File: config.mk
export PLATFORM = sky130hd
export DESIGN_NAME = packet_parser
export DESIGN_NICKNAME = d
export VERILOG_FILES = /design/src/rtl/packet_parser.sv
export SDC_FILE = /design/constraint.sdc
export NUM_CORES = 1
export LEC_CHECK = 0
export CAP_MARGIN = 20
export CORE_AREA = 2 2 140 142
export DETAILED_ROUTE_END_ITERATION = 10
export DIE_AREA = 0 0 142 144
export GPL_TIMING_DRIVEN = 0
export PLACE_DENSITY = 0.84
export RECOVER_POWER = 50
export REMOVE_ABC_BUFFERS = 1
export SYNTH_ARGS = -nofsm -noshare
export SYNTH_HDL_FRONTEND = slang
export SYNTH_SLANG_ARGS = --single-unit
File: constraint.sdc
create_clock -name clk -period 6.47 [get_ports clk]
set_input_delay 0.647 -clock clk [delete_from_list [all_inputs] [get_ports clk]]
set_output_delay 0.647 -clock clk [all_outputs]
set_load 0.05 [all_outputs]
File: src/rtl/packet_parser.sv
// Stream parser: splits a header/field/known-CH packet into registers, drops short or
// filtered packets, and hands accepted ones to the Q-table stage with an en/done handshake.
module packet_parser #(
  parameter int         WORD_WIDTH  = 16,
  parameter int         MAX_KCH     = 8,
  parameter logic [7:0] ACCEPT_MASK = 8'b0000_0110
) (
  input  logic                         clk,
  input  logic                         rst,
  input  logic                         in_valid,
  input  logic [WORD_WIDTH-1:0]        in_data,
  input  logic                         in_last,
  output logic                         in_ready,
  output logic                         en,
  input  logic                         done,
  output logic [2:0]                   fPacketType,
  output logic [WORD_WIDTH-1:0]        fSourceID,
  output logic [WORD_WIDTH-1:0]        fSourceHops,
  output logic [WORD_WIDTH-1:0]        fClusterID,
  output logic [WORD_WIDTH-1:0]        fEnergyLeft,
  output logic [WORD_WIDTH-1:0]        fQValue,
  output logic [WORD_WIDTH-1:0]        fKnownCHCount,
  input  logic [$clog2(MAX_KCH)-1:0]   kch_sel,
  output logic [WORD_WIDTH-1:0]        fKnownCH,
  output logic                         drop_pulse,
  output logic [7:0]                   drop_count
);

  localparam int SEL_W = $clog2(MAX_KCH);

  typedef enum logic [2:0] {S_HDR, S_FIELDS, S_KCH, S_FLUSH, S_ISSUE, S_WAIT} state_t;

  state_t                state_r;
  logic                  inReady_r, en_r, dropPulse_r;
  logic [7:0]            dropCount_r, chCount_r, kchIdx_r;
  logic [2:0]            fieldIdx_r, fPacketType_r;
  logic [WORD_WIDTH-1:0] fSourceID_r, fSourceHops_r, fClusterID_r, fEnergyLeft_r, fQValue_r;
  logic [WORD_WIDTH-1:0] fKnownCHCount_r;
  logic [WORD_WIDTH-1:0] kchBuf_r [MAX_KCH];

  logic                  xfer_s, lastExpected_s, accept_s, kchStore_s;
  logic                  shortDrop_s, complete_s, toFlush_s, dropNow_s, issueNow_s;
  logic [WORD_WIDTH-1:0] hdrKchCount_s, knownCH_s;

  // Transfer qualification and end-of-packet classification for the current word.
  always_comb begin
    xfer_s     = in_valid & inReady_r;
    accept_s   = ACCEPT_MASK[fPacketType_r];
    kchStore_s = ({1'b0, kchIdx_r} < 9'(MAX_KCH));
    case (state_r)
      S_FIELDS: lastExpected_s = (fieldIdx_r == 3'd4) && (chCount_r == 8'd0);
      S_KCH:    lastExpected_s = (kchIdx_r == (chCount_r - 8'd1));
      default:  lastExpected_s = 1'b0;
    endcase
    if ({1'b0, in_data[7:0]} > 9'(MAX_KCH)) begin
      hdrKchCount_s = WORD_WIDTH'(MAX_KCH);
    end else begin
      hdrKchCount_s = WORD_WIDTH'(in_data[7:0]);
    end
    // A header carrying in_last is also a short packet, since lastExpected_s is 0 there.
    if ((state_r == S_HDR) || (state_r == S_FIELDS) || (state_r == S_KCH)) begin
      shortDrop_s = xfer_s & in_last & ~lastExpected_s;
    end else begin
      shortDrop_s = 1'b0;
    end
    complete_s = xfer_s & in_last & (lastExpected_s | (state_r == S_FLUSH));
    toFlush_s  = xfer_s & ~in_last & lastExpected_s;
    dropNow_s  = shortDrop_s | (complete_s & ~accept_s);
    issueNow_s = complete_s & accept_s;
  end

  // Known-CH read port; entries past the stored count read as zero.
  always_comb begin
    if (WORD_WIDTH'(kch_sel) < fKnownCHCount_r) begin
      knownCH_s = kchBuf_r[kch_sel];
    end else begin
      knownCH_s = {WORD_WIDTH{1'b0}};
    end
  end

  // Parser FSM with field capture, drop accounting and the en/done handshake.
  always_ff @(posedge clk) begin
    if (rst) begin
      state_r         <= S_HDR;
      inReady_r       <= 1'b1;
      en_r            <= 1'b0;
      dropPulse_r     <= 1'b0;
      dropCount_r     <= 8'd0;
      chCount_r       <= 8'd0;
      kchIdx_r        <= 8'd0;
      fieldIdx_r      <= 3'd0;
      fPacketType_r   <= 3'd0;
      fSourceID_r     <= {WORD_WIDTH{1'b0}};
      fSourceHops_r   <= {WORD_WIDTH{1'b0}};
      fClusterID_r    <= {WORD_WIDTH{1'b0}};
      fEnergyLeft_r   <= {WORD_WIDTH{1'b0}};
      fQValue_r       <= {WORD_WIDTH{1'b0}};
      fKnownCHCount_r <= {WORD_WIDTH{1'b0}};
      for (int i = 0; i < MAX_KCH; i++) begin
        kchBuf_r[i] <= {WORD_WIDTH{1'b0}};
      end
    end else begin
      en_r        <= 1'b0;
      dropPulse_r <= dropNow_s;
      if (dropNow_s && (dropCount_r != 8'hFF)) begin
        dropCount_r <= dropCount_r + 8'd1;
      end
      case (state_r)
        S_HDR: begin
          if (xfer_s) begin
            fPacketType_r   <= in_data[15:13];
            chCount_r       <= in_data[7:0];
            fKnownCHCount_r <= hdrKchCount_s;
            fieldIdx_r      <= 3'd0;
            kchIdx_r        <= 8'd0;
            state_r         <= in_last ? S_HDR : S_FIELDS;
          end
        end
        S_FIELDS: begin
          if (xfer_s) begin
            case (fieldIdx_r)
              3'd0:    fSourceID_r   <= in_data;
              3'd1:    fSourceHops_r <= in_data;
              3'd2:    fClusterID_r  <= in_data;
              3'd3:    fEnergyLeft_r <= in_data;
              3'd4:    fQValue_r     <= in_data;
              default: fQValue_r     <= fQValue_r;
            endcase
            fieldIdx_r <= fieldIdx_r + 3'd1;
            if (dropNow_s) begin
              state_r <= S_HDR;
            end else if (issueNow_s) begin
              state_r   <= S_ISSUE;
              en_r      <= 1'b1;
              inReady_r <= 1'b0;
            end else if (toFlush_s) begin
              state_r <= S_FLUSH;
            end else if (fieldIdx_r == 3'd4) begin
              state_r <= S_KCH;
            end
          end
        end
        S_KCH: begin
          if (xfer_s) begin
            if (kchStore_s) begin
              kchBuf_r[kchIdx_r[SEL_W-1:0]] <= in_data;
            end
            kchIdx_r <= kchIdx_r + 8'd1;
            if (dropNow_s) begin
              state_r <= S_HDR;
            end else if (issueNow_s) begin
              state_r   <= S_ISSUE;
              en_r      <= 1'b1;
              inReady_r <= 1'b0;
            end else if (toFlush_s) begin
              state_r <= S_FLUSH;
            end
          end
        end
        S_FLUSH: begin
          if (dropNow_s) begin
            state_r <= S_HDR;
          end else if (issueNow_s) begin
            state_r   <= S_ISSUE;
            en_r      <= 1'b1;
            inReady_r <= 1'b0;
          end
        end
        S_ISSUE: begin
          state_r <= S_WAIT;
        end
        S_WAIT: begin
          if (done) begin
            state_r   <= S_HDR;
            inReady_r <= 1'b1;
          end
        end
        default: begin
          state_r   <= S_HDR;
          inReady_r <= 1'b1;
        end
      endcase
    end
  end

  assign in_ready      = inReady_r;
  assign en            = en_r;
  assign drop_pulse    = dropPulse_r;
  assign drop_count    = dropCount_r;
  assign fPacketType   = fPacketType_r;
  assign fSourceID     = fSourceID_r;
  assign fSourceHops   = fSourceHops_r;
  assign fClusterID    = fClusterID_r;
  assign fEnergyLeft   = fEnergyLeft_r;
  assign fQValue       = fQValue_r;
  assign fKnownCHCount = fKnownCHCount_r;
  assign fKnownCH      = knownCH_s;

endmodule
* Word-level counts from Yosys, hierarchy flattened
Memories as Yosys holds them, arrays and structs flattened. A register that Yosys moved wholly into a read port is not among the register bits.
Cells that the tools add are included.
** Word-level totals
- Register bits after elaboration :: 132
- Bits in writable memories :: 128
- ROM bits :: 8
- Input bits :: 24
- Output and inout bits :: 126
- Logic and storage cells :: 127
- Memories kept :: 2
** Memories
- kchBuf_r :: depth 8, bits a word 16, rd ports 1, clocked after Yosys merged registers in 0, write ports 8, RTL line 39 : logic [WORD_WIDTH-1:0] kchBuf_r [MAX_KCH];
- (name not given) :: depth 8, bits a word 1, rd ports 1, clocked after Yosys merged registers in 1, write ports 0, RTL line 48 : accept_s = ACCEPT_MASK[fPacketType_r];
** Cells by class
- Add/subtract/negate cells :: 4
- Order comparisons :: 4
- Equal/unequal tests :: 19
- Mux-type cells :: 47
- Bitwise operators :: 14
- Reduce and logical (&&, ||, !) cells :: 22
** Operator list (count)
- 2-to-1 mux 3 bit :: 18
- 2-to-1 mux 16 bit :: 2
- 2-to-1 mux 8 bit :: 3
- AND reduction 3 bit :: 8
- 2-to-1 mux 1 bit :: 18
- one-hot mux 3 bit (6 select lines) :: 1
- adder 8 x 1 -> 8 bit, second input constant :: 2
- < comparator 3 x 16 -> 1 bit :: 1
- one-hot mux 8 bit (2 select lines) :: 1
- OR reduction 16 bit :: 1
- == test 3 x 2 -> 1 bit, second input constant :: 4
- == test 3 bit, second input constant :: 3
- bitwise AND 1 bit :: 8
- == test 8 bit :: 1
- > comparator 8 x 4 -> 1 bit, second input constant :: 1
- logical NOT 8 bit :: 1
- < comparator 8 x 4 -> 1 bit, second input constant :: 1
- inequality test 2 bit, second input constant :: 4
- inequality test 8 bit, second input constant :: 1
- subtractor 8 x 1 -> 8 bit, second input constant :: 1
- AND reduction 7 bit :: 1
- == test 3 x 1 -> 1 bit, second input constant :: 2
- logical NOT 3 bit :: 2
- one-hot mux 3 bit (2 select lines) :: 1
- other kinds (15) :: 24

* Logic depth before layout (Yosys ltp)
- Depth after elaboration :: 10
- Mapped depth :: 11
- Gate-level depth less buffers :: 9

* Worst setup path before layout
OpenSTA, ideal clock, no wires.
- Path type :: register to register
- Start point :: register inReady_r, in the netlist in_ready
- End point :: memory kchBuf_r[4][0] (enable)
- Library setup time :: 0.411 ns
- Arrival time :: 2.575 ns
- Data required time :: 6.059 ns
- Path slack :: 3.484 ns
- Cell stages (with the launch flop) :: 5
- Path buffers :: 0
- Clock period less this slack :: 2.986 ns
- Cells stage by stage :: dfxtp_1 > nand2_1 > nor3_1 > nand4b_1 > o21ai_0
** RTL lines
- from (decl) :: RTL line 34 : logic inReady_r, en_r, dropPulse_r;
- from (signal assigned) :: RTL line 85 : inReady_r <= 1'b1;
- from (signal assigned) :: RTL line 135 : inReady_r <= 1'b0;
- from (signal assigned) :: RTL line 154 : inReady_r <= 1'b0;
- to (decl) :: RTL line 39

* Final worst setup path
- Start point :: input kch_sel[2]
- End point :: output fKnownCH[11]
** On the way
- Word-level cells in the longest chain between the ends :: 2
- Elaborated cells between the ends (all ways) :: 3
- Classes of those cells :: order compare: 1; mux: 1; memory: 1
** RTL lines
- from (decl) :: RTL line 23 : input logic [$clog2(MAX_KCH)-1:0] kch_sel,
- < comparator 3 x 16 -> 1 bit or memory (8 x 16 bit) (tied branches)
- 2-to-1 mux 16 bit (*) :: RTL line 74 : if (WORD_WIDTH'(kch_sel) < fKnownCHCount_r) begin
- to (decl) :: RTL line 24 : output logic [WORD_WIDTH-1:0] fKnownCH,
Mark *: on every way between the ends. The rest lies on a longest branch, timed or not.

==> impl_results.md <==
- Metal3 WL: 2730 µm
- EDFF count, synth: 128
- Run status: complete, no violations
- Input/output buffers: 141
- Worst-path clk slew: 0.06 ns
- Type of the worst setup path: in -> out
- Worst reg2reg endpoint: kchBuf_r[0][14]
- Crit path to: fKnownCH[11]
- Number of max-cap violations: 0
- DRC violations left: 0
- Worst Path Arrival: 3.57 ns
- CTS Buf Count: 27
- Post-synthesis async set-or-reset flop share: 0%
- Area delta synth->final: 23.3%
- Top FF cell, synth: edfxtp_1
- Peak VDD IR: 221 µV
- Worst Path Max Fanout: 11
- Syn avg cell area: 10.6 µm²
- Power density cells: 272 mW/mm²
- Worst-Skew Late Latency: 0.53 ns
- Sequential area share after synthesis: 57.5%
- Final net count: 1185
- IO Count: 150
- # diodes: 0
- Hold crit path type: reg -> reg
- Critical path endpoint category: output pin
- Final WS setup: 2.26 ns
- CTS max path bufs: 3
- Cell family with most CP delay: buffers and inverters
- Final setup violation count: 0
- Fin Hold WS: 0.448 ns
- Distinct cell type count after synthesis: 55
- Logic gate share of total power: 9.1%
- GRT Overall Usage: 28.3%
- CTS tree: yes
- Worst slew pin tran: 1.28 ns
- DRT iter0 DRCs: 683
- Fin. Hold Viols: 0
- Core ar.: 0.0191 mm²
- CP Depth: 8
- Reg2Reg Depth: 5
- CTS root buffer: clkbuf_16
- Avg WL per Cell: 20.4 µm
- Crit path launch: kch_sel[2]
- Post-Syn Area: 0.0110 mm²
- Crit-path slowest cell: clkdlybuf4s50_1
- First-pass GRT wire length: 44100 µm
- Share of cells above drive strength 1: 9.22%
- Post CTS Setup Buffer Count: 0
- Via count: 8300
- Setup TNS Final: 0 ns
- Seq pwr share: 47.1%
- Met2 wire length: 14400 µm
- Seq cells post-synth: 253
- Crit-path max cell delay: 0.74 ns
- GP Congestion: 0.853
- Vias in the first global route: 8074
- Pleak: 5.21 nW
- Post-cts sizing count: 0
- Final WL: 28800 µm
- Die height: 144 µm
- Min Tclk post-route: 4.21 ns
- CP most frequent cell: clkdlybuf4s50_1
- CP Buf/Inv Count: 4
- Initial antenna violation count: 0
- Initial Utilization: 57.8%
- Clock Power Share: 43.8%
- Die area: 0.0204 mm²
- WP data required: 5.82 ns
- Gate Count Post-Synth: 1038
- Vias/cell: 5.89
- Row Count: 51
- Switch Pwr: 0.000872 W
- Int Pwr: 0.00283 W
- Clk sinks: 253
- DR top layer: met4
- Relative slew slack: 13.8%
- RR Startpoint: state_r[1]
- Met1 wire length: 10800 µm
- Slew Viols, Final: 0
- Pre-CTS setup slack: 2.23 ns
- H-tree levels: 1
- Largest net degree at the start of global routing: 70
- First-pass DRT Iterations: 5
- Die W: 142 µm
- Clock Skew: 0.0139 ns
- Synth warnings: 0
- RSZ-0062 raised after global routing: no
- Period utilization: 65.1%
- Critical Path, Cell by Cell: clkdlybuf4s50_1 > buf_8 > ha_1 > a21oi_1 > nor3_2 > buf_6 > nor2_1 > clkdlybuf4s50_1
- Cts hold-fix bufs: 0
- Sw frac: 23.5%
- ANT nets after route: 0
- Fmax: 237 MHz
- R2R setup slack: 3.46 ns
- CP Launch Type: input pin
- DP HPWL: 18500 µm
- Final global-route overflow total: 0
-- synthesized netlist by cell type (3+ instances only) --
master    instances  share of area (%)
dfxtp_1         125                 23
edfxtp_1        128                 35
ha_1             10                1.1
and2_1          129                7.3
or4_1             6               0.41
buf_2             7               0.32
a21oi_1         111                5.0
xnor2_1           6               0.48
o21ai_0          12               0.54
inv_1            14               0.48
nand3_1          15               0.68
nand4_1           4               0.23
a211oi_1          4               0.27
or2_2             3               0.17
xor2_1            8               0.64
mux4_2           32                6.5
and3_1           14               0.79
o31ai_1           4               0.27
a31oi_1           4               0.23
clkbuf_1         65                2.2
nor3_1            9               0.41
nor4_1            3               0.17
nand3b_1          5               0.34
nand2b_1          6               0.34
or3_1             3               0.17
mux2i_1          16                1.5
nor2_1           52                1.8
buf_4             9               0.61
nand2_1         204                6.9
-- power by group through the flow --
stage / Sequential, W / Combinational (W) / Clock [W]
after floorplan: 0.00180 / 0.000164 / 0
after global placement: 0.00178 / 0.000326 / 0
after detailed placement: 0.00178 / 0.000341 / 0
after CTS: 0.00175 / 0.000343 / 0.00163
after global routing: 0.00175 / 0.000360 / 0.00170
final: 0.00175 / 0.000339 / 0.00162
-- registers in the layout, summed over array words and instances (netlist names) --
register,count
kchBuf_r,128
fClusterID,16
fEnergyLeft,16
fQValue,16
fSourceHops,16
fSourceID,16
chCount_r,8
drop_count,8
fKnownCHCount,8
kchIdx_r,8
fPacketType,3
fieldIdx_r,3
state_r,3
accept_s,1
drop_pulse,1
en,1
in_ready,1
-- metal layers --
metal | track usage (%) | vias to the layer above
met5 | 0 | -
met4 | 9.47 | 0
met3 | 6.26 | 67
met2 | 49.2 | 391
met1 | 35.1 | 4037
li1 | - | 3805
-- cells in the final DEF (no fill, tap or decap), drive strengths merged, types with 2 or more instances in the layout --
cell and instances:
nand4 5, nor4 3, dlygate4sd3 103, inv 16, nor3 10, xor2 8, edfxtp 128, nand2b 6
conb 8, xnor2 6, or4 6, a211o 2, a31oi 5, ha 10, nor2b 2, a311oi 3
bufinv 4, clkdlybuf4s50 35, clkbuf 39, nand3 15, or2 3, o21ai 13, dfxtp 125, buf 20
or3 3, a211oi 4, nand2 204, o31ai 4, mux4 32, a21oi 111, nor2 52, mux2i 16
and2 129, nand3b 5, clkinv 7, and3 14
-- worst register-to-register path, delay by kind of cell, from the launching register on --
kind	cells	cell delay, ns
and+or+nand+nor	4	1.78
DFF	1	0.63
buffers and inverters	1	0.24
-- worst min-delay path by stage --
stage / start / endpoint / slack (ns) / cells past startpoint
after detailed placement: fQValue[9] / fQValue[9] / 0.45 / 2
after global placement: fQValue[5] / fQValue[5] / 0.44 / 2
after floorplan: fieldIdx_r[1] / fieldIdx_r[1] / 0.46 / 2
final: fSourceHops[0] / fSourceHops[0] / 0.45 / 2
after global routing: fEnergyLeft[9] / fEnergyLeft[9] / 0.47 / 2
after CTS: fQValue[9] / fQValue[9] / 0.45 / 2
-- through the flow --
step	cells	instance area [µm²]	util (%)	power (W)
global route	1410	13600	71.3	0.00381
detailed placement	1355	12600	66.3	0.00212
CTS	1405	13600	71.2	0.00372
floorplan	962	10700	-	0.00197
finish	1410	13600	71.3	0.00371
global placement	1341	12400	65.1	0.00210
-- layout make-up --
class,count,area (µm²)
clock buffer,37,776
sequential,253,6350
multi-input combinational,695,4320
timing repair buffer,160,1640
inverter,14,52.6
fill,1281,5470
tap,238,298
clock inverter,13,171
-- cell families (layout without fill, tap and decap cells) --
logic type | Yosys count | after routing | share of synthesized area (%)
AOI/OAI and AO/OA | 153 | 153 | 7.92
xor gates and xnor gates | 14 | 14 | 1.11
adders and majority gates | 10 | 10 | 1.13
buffers and inverters | 97 | 224 | 3.71
DFF | 253 | 253 | 57.5
muxes | 48 | 48 | 7.98
other | 1 | 8 | 0.0340
and+or+nand+nor | 462 | 462 | 20.6
(Power assumes the default switching activity.)
